<file path="src/rtl/dll_pkg.sv">
`default_nettype none
// ============================================================================
// Module      : dll_pkg
// Description : Data link layer shared definitions: LCRC constants, the TX
//               framer state type, sequence/beat-length constants and the
//               bit-serial MSB-first LCRC update function that the TX framer
//               and the RX checker share.
// Revision    : 1.0  initial release
// ============================================================================
package dll_pkg;

    localparam logic [31:0] LCRC_POLY = 32'h04C11DB7;
    localparam logic [31:0] LCRC_INIT = 32'hFFFFFFFF;

    localparam int          SEQ_W    = 12;
    localparam logic [5:0]  LEN_FULL = 6'd16;
    localparam logic [5:0]  LEN_LAST = 6'd6;

    typedef enum logic [1:0] {
        ST_IDLE  = 2'd0,
        ST_BEAT0 = 2'd1,
        ST_BEAT1 = 2'd2,
        ST_LAST  = 2'd3
    } lcrc_tx_state_t;

    // Shifts data[nbits-1] down to data[0] through the CRC, MSB first.
    // The loop bound is fixed so the function unrolls to a static network.
    function automatic logic [31:0] lcrc_update(
        input logic [31:0]  crc,
        input logic [127:0] data,
        input int           nbits,
        input logic [31:0]  poly = LCRC_POLY
    );
        logic [31:0] c;
        logic        fb;
        c = crc;
        for (int i = 127; i >= 0; i--) begin
            if (i < nbits) begin
                fb = c[31] ^ data[i];
                c  = {c[30:0], 1'b0};
                if (fb) begin
                    c = c ^ poly;
                end
            end
        end
        return c;
    endfunction

endpackage
`default_nettype wire

</file>
<file path="src/rtl/lcrc32_step.sv">
`default_nettype none
// ============================================================================
// Module      : lcrc32_step
// Description : Combinational LCRC advance over either a 128-bit chunk or a
//               16-bit chunk, chosen by sel16.
// Ports       : crc_in    current remainder
//               chunk128  128-bit data chunk (used when sel16 = 0)
//               chunk16   16-bit data chunk  (used when sel16 = 1)
//               sel16     chunk select
//               crc_out   advanced remainder
// Revision    : 1.0  initial release
// ============================================================================
module lcrc32_step
    import dll_pkg::*;
#(
    parameter logic [31:0] POLY = 32'h04C11DB7
) (
    input  logic [31:0]  crc_in,
    input  logic [127:0] chunk128,
    input  logic [15:0]  chunk16,
    input  logic         sel16,
    output logic [31:0]  crc_out
);

    always_comb begin
        crc_out = crc_in;
        if (sel16) begin
            crc_out = lcrc_update(crc_in, {112'b0, chunk16}, 16, POLY);
        end else begin
            crc_out = lcrc_update(crc_in, chunk128, 128, POLY);
        end
    end

endmodule
`default_nettype wire

</file>
<file path="src/rtl/lcrc_gen.sv">
`default_nettype none
// ============================================================================
// Module      : lcrc_gen
// Description : Data link layer TX framer. Accepts one 128/256-bit TLP,
//               prepends {4'b0, seq}, and emits 128-bit beats ending with a
//               beat carrying the last 16 frame bits and the 32-bit LCRC.
// Ports       : clk, rst (async, active-low)
//               tlp_vld/tlp_rdy/tlp_data/tlp_long   TLP input handshake
//               tx_vld/tx_rdy/tx_data/tx_len/tx_end beat output handshake
//               tlp_seq    sequence number of the held/sent frame
//               tlp_taken  one-cycle pulse after each accepted TLP
// Revision    : 1.0  initial release
// ============================================================================
module lcrc_gen
    import dll_pkg::*;
#(
    parameter logic [31:0] POLY     = 32'h04C11DB7,
    parameter logic [31:0] CRC_INIT = 32'hFFFFFFFF
) (
    input  logic              clk,
    input  logic              rst,
    input  logic              tlp_vld,
    output logic              tlp_rdy,
    input  logic [255:0]      tlp_data,
    input  logic              tlp_long,
    output logic              tx_vld,
    input  logic              tx_rdy,
    output logic [127:0]      tx_data,
    output logic [5:0]        tx_len,
    output logic              tx_end,
    output logic [SEQ_W-1:0]  tlp_seq,
    output logic              tlp_taken
);

    lcrc_tx_state_t   state;
    lcrc_tx_state_t   next_state;

    // The first beat is {4'b0, seq, tlp[255:144]} for both TLP sizes; only
    // the second chunk and the 16-bit tail differ between short and long.
    logic [127:0]     chunk0;
    logic [127:0]     chunk1;
    logic [15:0]      tail;
    logic             is_long;
    logic [31:0]      acc;
    logic [SEQ_W-1:0] next_seq;

    logic             accept;
    logic             beat_hs;
    logic [127:0]     cur_chunk;
    logic [31:0]      acc_next;
    logic [31:0]      lcrc;

    assign tlp_rdy   = (state == ST_IDLE);
    assign accept    = tlp_rdy && tlp_vld;
    assign beat_hs   = tx_vld && tx_rdy;
    assign cur_chunk = (state == ST_BEAT1) ? chunk1 : chunk0;

    lcrc32_step #(.POLY(POLY)) u_acc_step (
        .crc_in   (acc),
        .chunk128 (cur_chunk),
        .chunk16  (16'h0000),
        .sel16    (1'b0),
        .crc_out  (acc_next)
    );

    lcrc32_step #(.POLY(POLY)) u_last_step (
        .crc_in   (acc),
        .chunk128 (128'h0),
        .chunk16  (tail),
        .sel16    (1'b1),
        .crc_out  (lcrc)
    );

    always_ff @(posedge clk or negedge rst) begin
        if (!rst) begin
            state     <= ST_IDLE;
            chunk0    <= '0;
            chunk1    <= '0;
            tail      <= '0;
            is_long   <= 1'b0;
            acc       <= CRC_INIT;
            next_seq  <= '0;
            tlp_seq   <= '0;
            tlp_taken <= 1'b0;
        end else begin
            state     <= next_state;
            tlp_taken <= accept;
            if (accept) begin
                chunk0   <= {4'b0000, next_seq, tlp_data[255:144]};
                chunk1   <= tlp_data[143:16];
                tail     <= tlp_long ? tlp_data[15:0] : tlp_data[143:128];
                is_long  <= tlp_long;
                acc      <= CRC_INIT;
                tlp_seq  <= next_seq;
                next_seq <= next_seq + 1'b1;
            end else if (beat_hs && (state != ST_LAST)) begin
                // The last beat's LCRC is formed combinationally from acc,
                // so acc only advances on the full 128-bit beats.
                acc <= acc_next;
            end
        end
    end

    always_comb begin
        next_state = state;
        tx_vld     = 1'b0;
        tx_data    = '0;
        tx_len     = '0;
        tx_end     = 1'b0;
        case (state)
            ST_IDLE: begin
                if (tlp_vld) begin
                    next_state = ST_BEAT0;
                end
            end
            ST_BEAT0: begin
                tx_vld  = 1'b1;
                tx_data = chunk0;
                tx_len  = LEN_FULL;
                if (tx_rdy) begin
                    next_state = is_long ? ST_BEAT1 : ST_LAST;
                end
            end
            ST_BEAT1: begin
                tx_vld  = 1'b1;
                tx_data = chunk1;
                tx_len  = LEN_FULL;
                if (tx_rdy) begin
                    next_state = ST_LAST;
                end
            end
            ST_LAST: begin
                tx_vld  = 1'b1;
                tx_data = {tail, lcrc, 80'b0};
                tx_len  = LEN_LAST;
                tx_end  = 1'b1;
                if (tx_rdy) begin
                    next_state = ST_IDLE;
                end
            end
            default: begin
                next_state = ST_IDLE;
            end
        endcase
    end

endmodule
`default_nettype wire

</file>
<file path="config.mk">
export PLATFORM = sky130hd
export DESIGN_NAME = lcrc_gen
export DESIGN_NICKNAME = d
export VERILOG_FILES = /design/src/rtl/dll_pkg.sv /design/src/rtl/lcrc32_step.sv /design/src/rtl/lcrc_gen.sv
export SDC_FILE = /design/constraint.sdc
export NUM_CORES = 1
export LEC_CHECK = 0
export CAP_MARGIN = 25
export CORE_MARGIN = 2
export CORE_UTILIZATION = 52
export CTS_BUF_LIST = sky130_fd_sc_hd__clkbuf_16
export CTS_CLUSTER_DIAMETER = 120
export DETAILED_ROUTE_END_ITERATION = 6
export PLACE_DENSITY = 0.79
export SETUP_SLACK_MARGIN = 0.5
export SLEW_MARGIN = 20
export SYNTH_ARGS = -nofsm -noshare
export SYNTH_HDL_FRONTEND = slang
export SYNTH_SLANG_ARGS = --single-unit
</file>
<file path="constraint.sdc">
create_clock -name clk -period 12.24 [get_ports clk]
set_clock_uncertainty 0.1 [all_clocks]
set_input_delay 1.224 -clock clk [delete_from_list [all_inputs] [get_ports clk]]
set_output_delay 1.224 -clock clk [all_outputs]
set_load 0.02 [all_outputs]
</file>
==> impl_results.md, run 1 <==
- First-pass GRT wire length: 143,000 µm
- IO Port Bufs: 407
- DR DRC count: 6
- GR Overflow Total: 0
- Total CTS buffers: 39
- Iteration-0 DRC Markers: 2,378
- Synth top area share: 0.219
- Multi-input logic area: 24,800 µm²
- Worst Hold Class: reg2reg
- Slew @ Worst Pin: 1.03 ns
- Cts-stage hold buffer count: 0
- Die H: 254 µm
- Post-synthesis sequential area ratio: 0.245
- Worst Setup End Kind: flip-flop
- Post-route clock period utilization: 0.951
- Setup slack after placement: -0.133 ns
- Post-Syn Area: 32,400 µm²
- RSZ-0062 raised after global routing: true
- Metal-1 WL: 39,900 µm
- Gr usage total: 0.292
- Ranking of synthesized cells by area: dfrtp_1, xnor3_1, xnor2_1
- Critical Path Source Type: flip-flop
- Die ar.: 64,300 µm²
- H-tree depth: 2
- CTS tree: built
- Synth cell types: 42
- DR top layer: met4
- Slowest stage delay, CP: 0.60 ns
- Commonest cells after routing, fill and taps aside: nand2_1, xnor2_1, clkdlybuf4s50_1
- Fmax: 0.0859 GHz
- Pin count of the biggest net entering global routing: 142
- Crit path DAT: 12.05 ns
- Top cell by count, worst path: xnor3_2
- I/O pin count: 411
- Initial Utilization: 0.526
- Most common cell after layout, fill and taps aside: nand2_1
- Final Hold Viols: 0
- Per-cell routed wire length: 22.0 µm
- Clk buf depth: 3
- Initial antenna violation count: 0
- # nets final: 3,822
- Met2 routed wirelength: 48,000 µm
- Setup CP Type: reg2reg
- Synth-to-layout area growth: 27.0%
- Slew headroom: 0.310
- Via count: 24,100
- TritonRoute pass-1 iters: 7
- N_diodes: 0
- Root buffer cell: clkbuf_16
- Period minus WS final: 11.65 ns
- Final-layout fill cell count: 4,502
- Pins Over Slew Limit: 0
- Vias in the first global route: 23,700
- Worst setup margin: 0.595 ns
- Crit path from: state[0]
- Crit Path Max Fanout: 16
- Skew-Pair Late Insertion Delay: 0.59 ns
- Core area: 61,600 µm²
- Syn_area_per_cell: 10.7 µm²
- Met3 routed WL: 6770 µm
- Row cnt: 91
- Layout cells sized above 1: 0.174
- Post-detail-place hpwl: 73,400 µm
- Max-Cap Viols: 0
- Reg clk slew, reported paths: 0.06 ns
- Final setup fails: 0
- Failing checks: design-rule violations
- CP max stage cell: xnor3_2
- Clock Sinks: 316
- FF/Latch Area: 7950 µm²
- Leading area contributor after synthesis: dfrtp_1
- Chip width: 254 µm
- Placer Congestion: 0.980
- Synth warnings: 0
- Worst Path Required: 12.64 ns
- Synth Register Bits: 316
- DR vias/cell: 5.46
- Routed Antenna Nets: 0
- Routed wire length: 97,300 µm
- Hold Startpoint: next_seq[11]
- Cells after Synth: 3,029
- Status: finished, violations left
- Reg2reg start: state[0]
[stage by stage]
stage	cell area, µm²	setup TNS [ns]	hold WS (ns)	instances	utilization
6_report	41100	0	0.374	4423	0.668
5_1_grt	41100	0	0.411	4423	0.668
4_1_cts	39900	0	0.375	4359	0.647
3_5_place_dp	38000	-0.420	0.362	4267	0.618
3_3_place_gp	38000	0	0.361	4267	0.618
2_1_floorplan	32400	0	0.345	3031	-
[Yosys cell counts, drive strengths merged]
library cell,n
ha,5
and4,2
nand2,787
dfstp,32
and2,2
xnor2,631
o31ai,2
nor3,14
conb,1
nor2,141
nand3,2
buf,50
mux2i,134
a22oi,83
nor2b,1
xor3,50
a222oi,44
o21a,1
inv,10
clkbuf,118
dfrtp,284
o22ai,1
xor2,206
a21oi,22
mux2,2
nand4,4
or3,1
xnor3,346
o21ai,53
[flip-flops by register name, indices dropped and copies added, names as in the netlist]
register / count
tail: 16
tlp_taken: 1
next_seq: 12
chunk1: 128
state: 2
chunk0: 112
tlp_seq: 12
acc: 32
is_long: 1
[layout make-up]
| class | instances | area share |
|---|---|---|
| sequential | 316 | 0.193 |
| clock inverter | 30 | 0.00675 |
| inverter | 10 | 0.00109 |
| tap | 837 | 0.0255 |
| timing repair buffer | 652 | 0.146 |
| multi-input combinational | 2537 | 0.602 |
| clock buffer | 41 | 0.0249 |
[repair_timing]
action                     4_1_cts  5_1_grt
pin swaps                       15       66
setup buffers                   21       64
gates resized for setup         56      130
setup endpoints to repair       30       29
[routing by layer]
| metal | vias to the layer above | GRT usage |
|---|---|---|
| met5 | - | 0 |
| met4 | 0 | 0.0808 |
| met3 | 160 | 0.0383 |
| met2 | 932 | 0.488 |
| met1 | 12000 | 0.400 |
| li1 | 11000 | - |
[kinds of logic (layout without fill, tap and decap cells)]
family	after synthesis	after routing	synth area share
xor+xnor	1233	1233	0.528
fa+ha+maj	5	5	0.00193
flops	316	316	0.245
simple gates	954	954	0.112
other cells	1	3	0.000116
compound gates	206	206	0.0453
mux	136	136	0.0428
buf+inv	178	733	0.0245
[final timing paths]
check / endpoint / slack [ns] / depth (start not counted)
min in group asynchronous: chunk0[0] / 0.60 / 1
setup reg to reg: acc[13] / 0.59 / 30
hold reg to reg: next_seq[11] / 0.37 / 1
setup / recovery: acc[13] / 0.59 / 30
max in group asynchronous: chunk0[56] / 9.92 / 2
hold / removal: next_seq[11] / 0.37 / 1
[critical path, delay by kind of cell (launching register included)]
family,cells,cell delay [ns]
DFF,1,0.46
AOI/OAI and AO/OA,1,0.16
xor gates and xnor gates,23,9.49
adders and majority gates,1,0.27
muxes,1,0.30
buffers and inverters,4,0.74
Power of run 1 is left out: the tool's default activity adds up to more than one toggle a clock period on the data nets, which glitch-free logic cannot reach.
==> inputs of run 2 (changes only) <==
- MAX_ROUTING_LAYER: not set -> met4
==> run 2 against run 1 <==
  * The run still ends with design-rule violations left
  * Wire length hardly changed
  * Flip-flop and latch count stayed put
  * Non-clock buffer count is 9 lower
  * Critical endpoint is now acc[17]
  * Largest cell class unchanged
==> impl_results.md, run 2 (same netlist as run 1, synthesis figures left out) <==
- Post-detail-place hpwl: 74,800 µm (+1.8%)
- Row cnt: 91 (unchanged)
- Cts-stage hold buffer count: 0 (unchanged)
- Critical Path Source Type: flip-flop
- Top cell by count, worst path: xnor3_2
- Worst Setup End Kind: flip-flop
- Slew headroom: 0.339 (+0.0286)
- DR vias/cell: 5.46 (about the same)
- Gr usage total: 0.303 (+0.0114)
- Die H: 254 µm (unchanged)
- Crit path DAT: 12.09 ns (+0.04 ns)
- I/O pin count: 411 (unchanged)
- Root buffer cell: clkbuf_16
- First-pass GRT wire length: 143,000 µm (+0.29%)
- Failing checks: design-rule violations
- Via count: 24,000 (-0.42%)
- Post-route clock period utilization: 0.954 (+0.00243)
- Routed wire length: 97,400 µm (about the same)
- CTS tree: built
- Core area: 61,600 µm² (unchanged)
- Clock Sinks: 316 (unchanged)
- Initial Utilization: 0.526 (unchanged)
- Period minus WS final: 11.67 ns (+0.0298 ns)
- Multi-input logic area: 24,400 µm² (-1.3%)
- Placer Congestion: 0.989 (+0.86%)
- GR Overflow Total: 0 (unchanged)
- Pins Over Slew Limit: 0 (unchanged)
- Iteration-0 DRC Markers: 2,257 (-5.1%)
- Routed Antenna Nets: 0 (unchanged)
- Largest register FFs: 128 (unchanged)
- Max-Cap Viols: 0 (unchanged)
- CP top delay family: XOR/XNOR gates
- Setup CP Type: reg2reg
- Final setup fails: 0 (unchanged)
- Final Hold Viols: 0 (unchanged)
- Slew @ Worst Pin: 0.989 ns (-0.0379 ns)
- Worst Hold Class: reg2reg
- # nets final: 3,812 (-0.26%)
- Worst path bufs/invs: 5 (+1)
- Die ar.: 64,300 µm² (unchanged)
- Total CTS buffers: 38 (-2.6%)
- N_diodes: 0 (unchanged)
- Biggest register: chunk1
- Final-layout fill cell count: 4,766 (+5.9%)
- Status: finished, violations left
- CP max stage cell: xnor3_2
- Biggest regs: chunk1: 128 flops, chunk0: 112 flops, acc: 32 flops
- Initial antenna violation count: 0 (unchanged)
- FF/Latch Area: 7950 µm² (about the same)
- Synth-to-layout area growth: 25.3%
- Per-cell routed wire length: 22.1 µm (+0.44%)
- H-tree depth: 2 (unchanged)
- Vias in the first global route: 23,400 (-1.5%)
- Skew-Pair Late Insertion Delay: 0.60 ns (about the same)
- IO Port Bufs: 407 (unchanged)
- Crit Path Max Fanout: 7 (-9)
- RSZ-0062 raised after global routing: true
- Slowest stage delay, CP: 0.54 ns (-0.06 ns)
- DR DRC count: 12 (+6)
- Most common cell after layout, fill and taps aside: nand2_1
- TritonRoute pass-1 iters: 7 (unchanged)
- Reg clk slew, reported paths: 0.06 ns (about the same)
- Layout cells sized above 1: 0.158 (-0.0157)
- Worst Path Required: 12.66 ns (+0.02 ns)
- Fmax: 0.0857 GHz (-0.26%)
- Pin count of the biggest net entering global routing: 132 (-7.0%)
- Final core utilization: 0.659 (-0.00912)
- Chip width: 254 µm (unchanged)
- Commonest cells after routing, fill and taps aside: nand2_1, xnor2_1, clkdlybuf4s50_1
- Clk buf depth: 3 (unchanged)
## run 2: path summary, 6_finish.rpt
path                                    from  slack, ns           end  cells after the start
worst max-delay path                state[0]       0.57       acc[17]                     32
max in group asynchronous                rst       9.52    chunk0[66]                      4
min in group asynchronous                rst       0.45     chunk0[0]                      1
worst max register to register      state[0]       0.57       acc[17]                     32
worst min-delay path            next_seq[11]       0.38  next_seq[11]                      1
worst min register to register  next_seq[11]       0.38  next_seq[11]                      1
## run 2: metal layers
metal,track usage,wire length (µm),vias to the layer above
met3,0.0323,6170,148
met5,-,0,-
met2,0.495,47800,924
met4,0.0783,2880,0
met1,0.407,40500,12000
li1,-,-,11000
## run 2: what timing repair did
item,in CTS,in global routing
hold endpoints to repair,0,0
setup endpoints to repair,31,31
gates resized for setup,34,98
pin swaps,7,33
setup buffers,14,53
## run 2: cell type report
cell class,instances,area share
clock inverter,25,0.00561
clock buffer,38,0.0234
inverter,10,0.00111
tap,837,0.0258
multi-input combinational,2537,0.603
timing repair buffer,643,0.146
sequential,316,0.196
## run 2: through the flow
stage | hold slack [ns] | setup WS [ns] | TNS [ns] | instances | instance area, µm²
after detailed placement | 0.369 | -0.0346 | -0.0774 | 4274 | 38100
after CTS | 0.382 | 0.490 | 0 | 4351 | 39600
final | 0.380 | 0.565 | 0 | 4406 | 40600
after floorplan | 0.345 | 0.868 | 0 | 3031 | 32400
after global routing | 0.400 | 0.408 | 0 | 4406 | 40600
after global placement | 0.360 | 0.169 | 0 | 4274 | 38100
Power of run 2 is left out for the same reason.
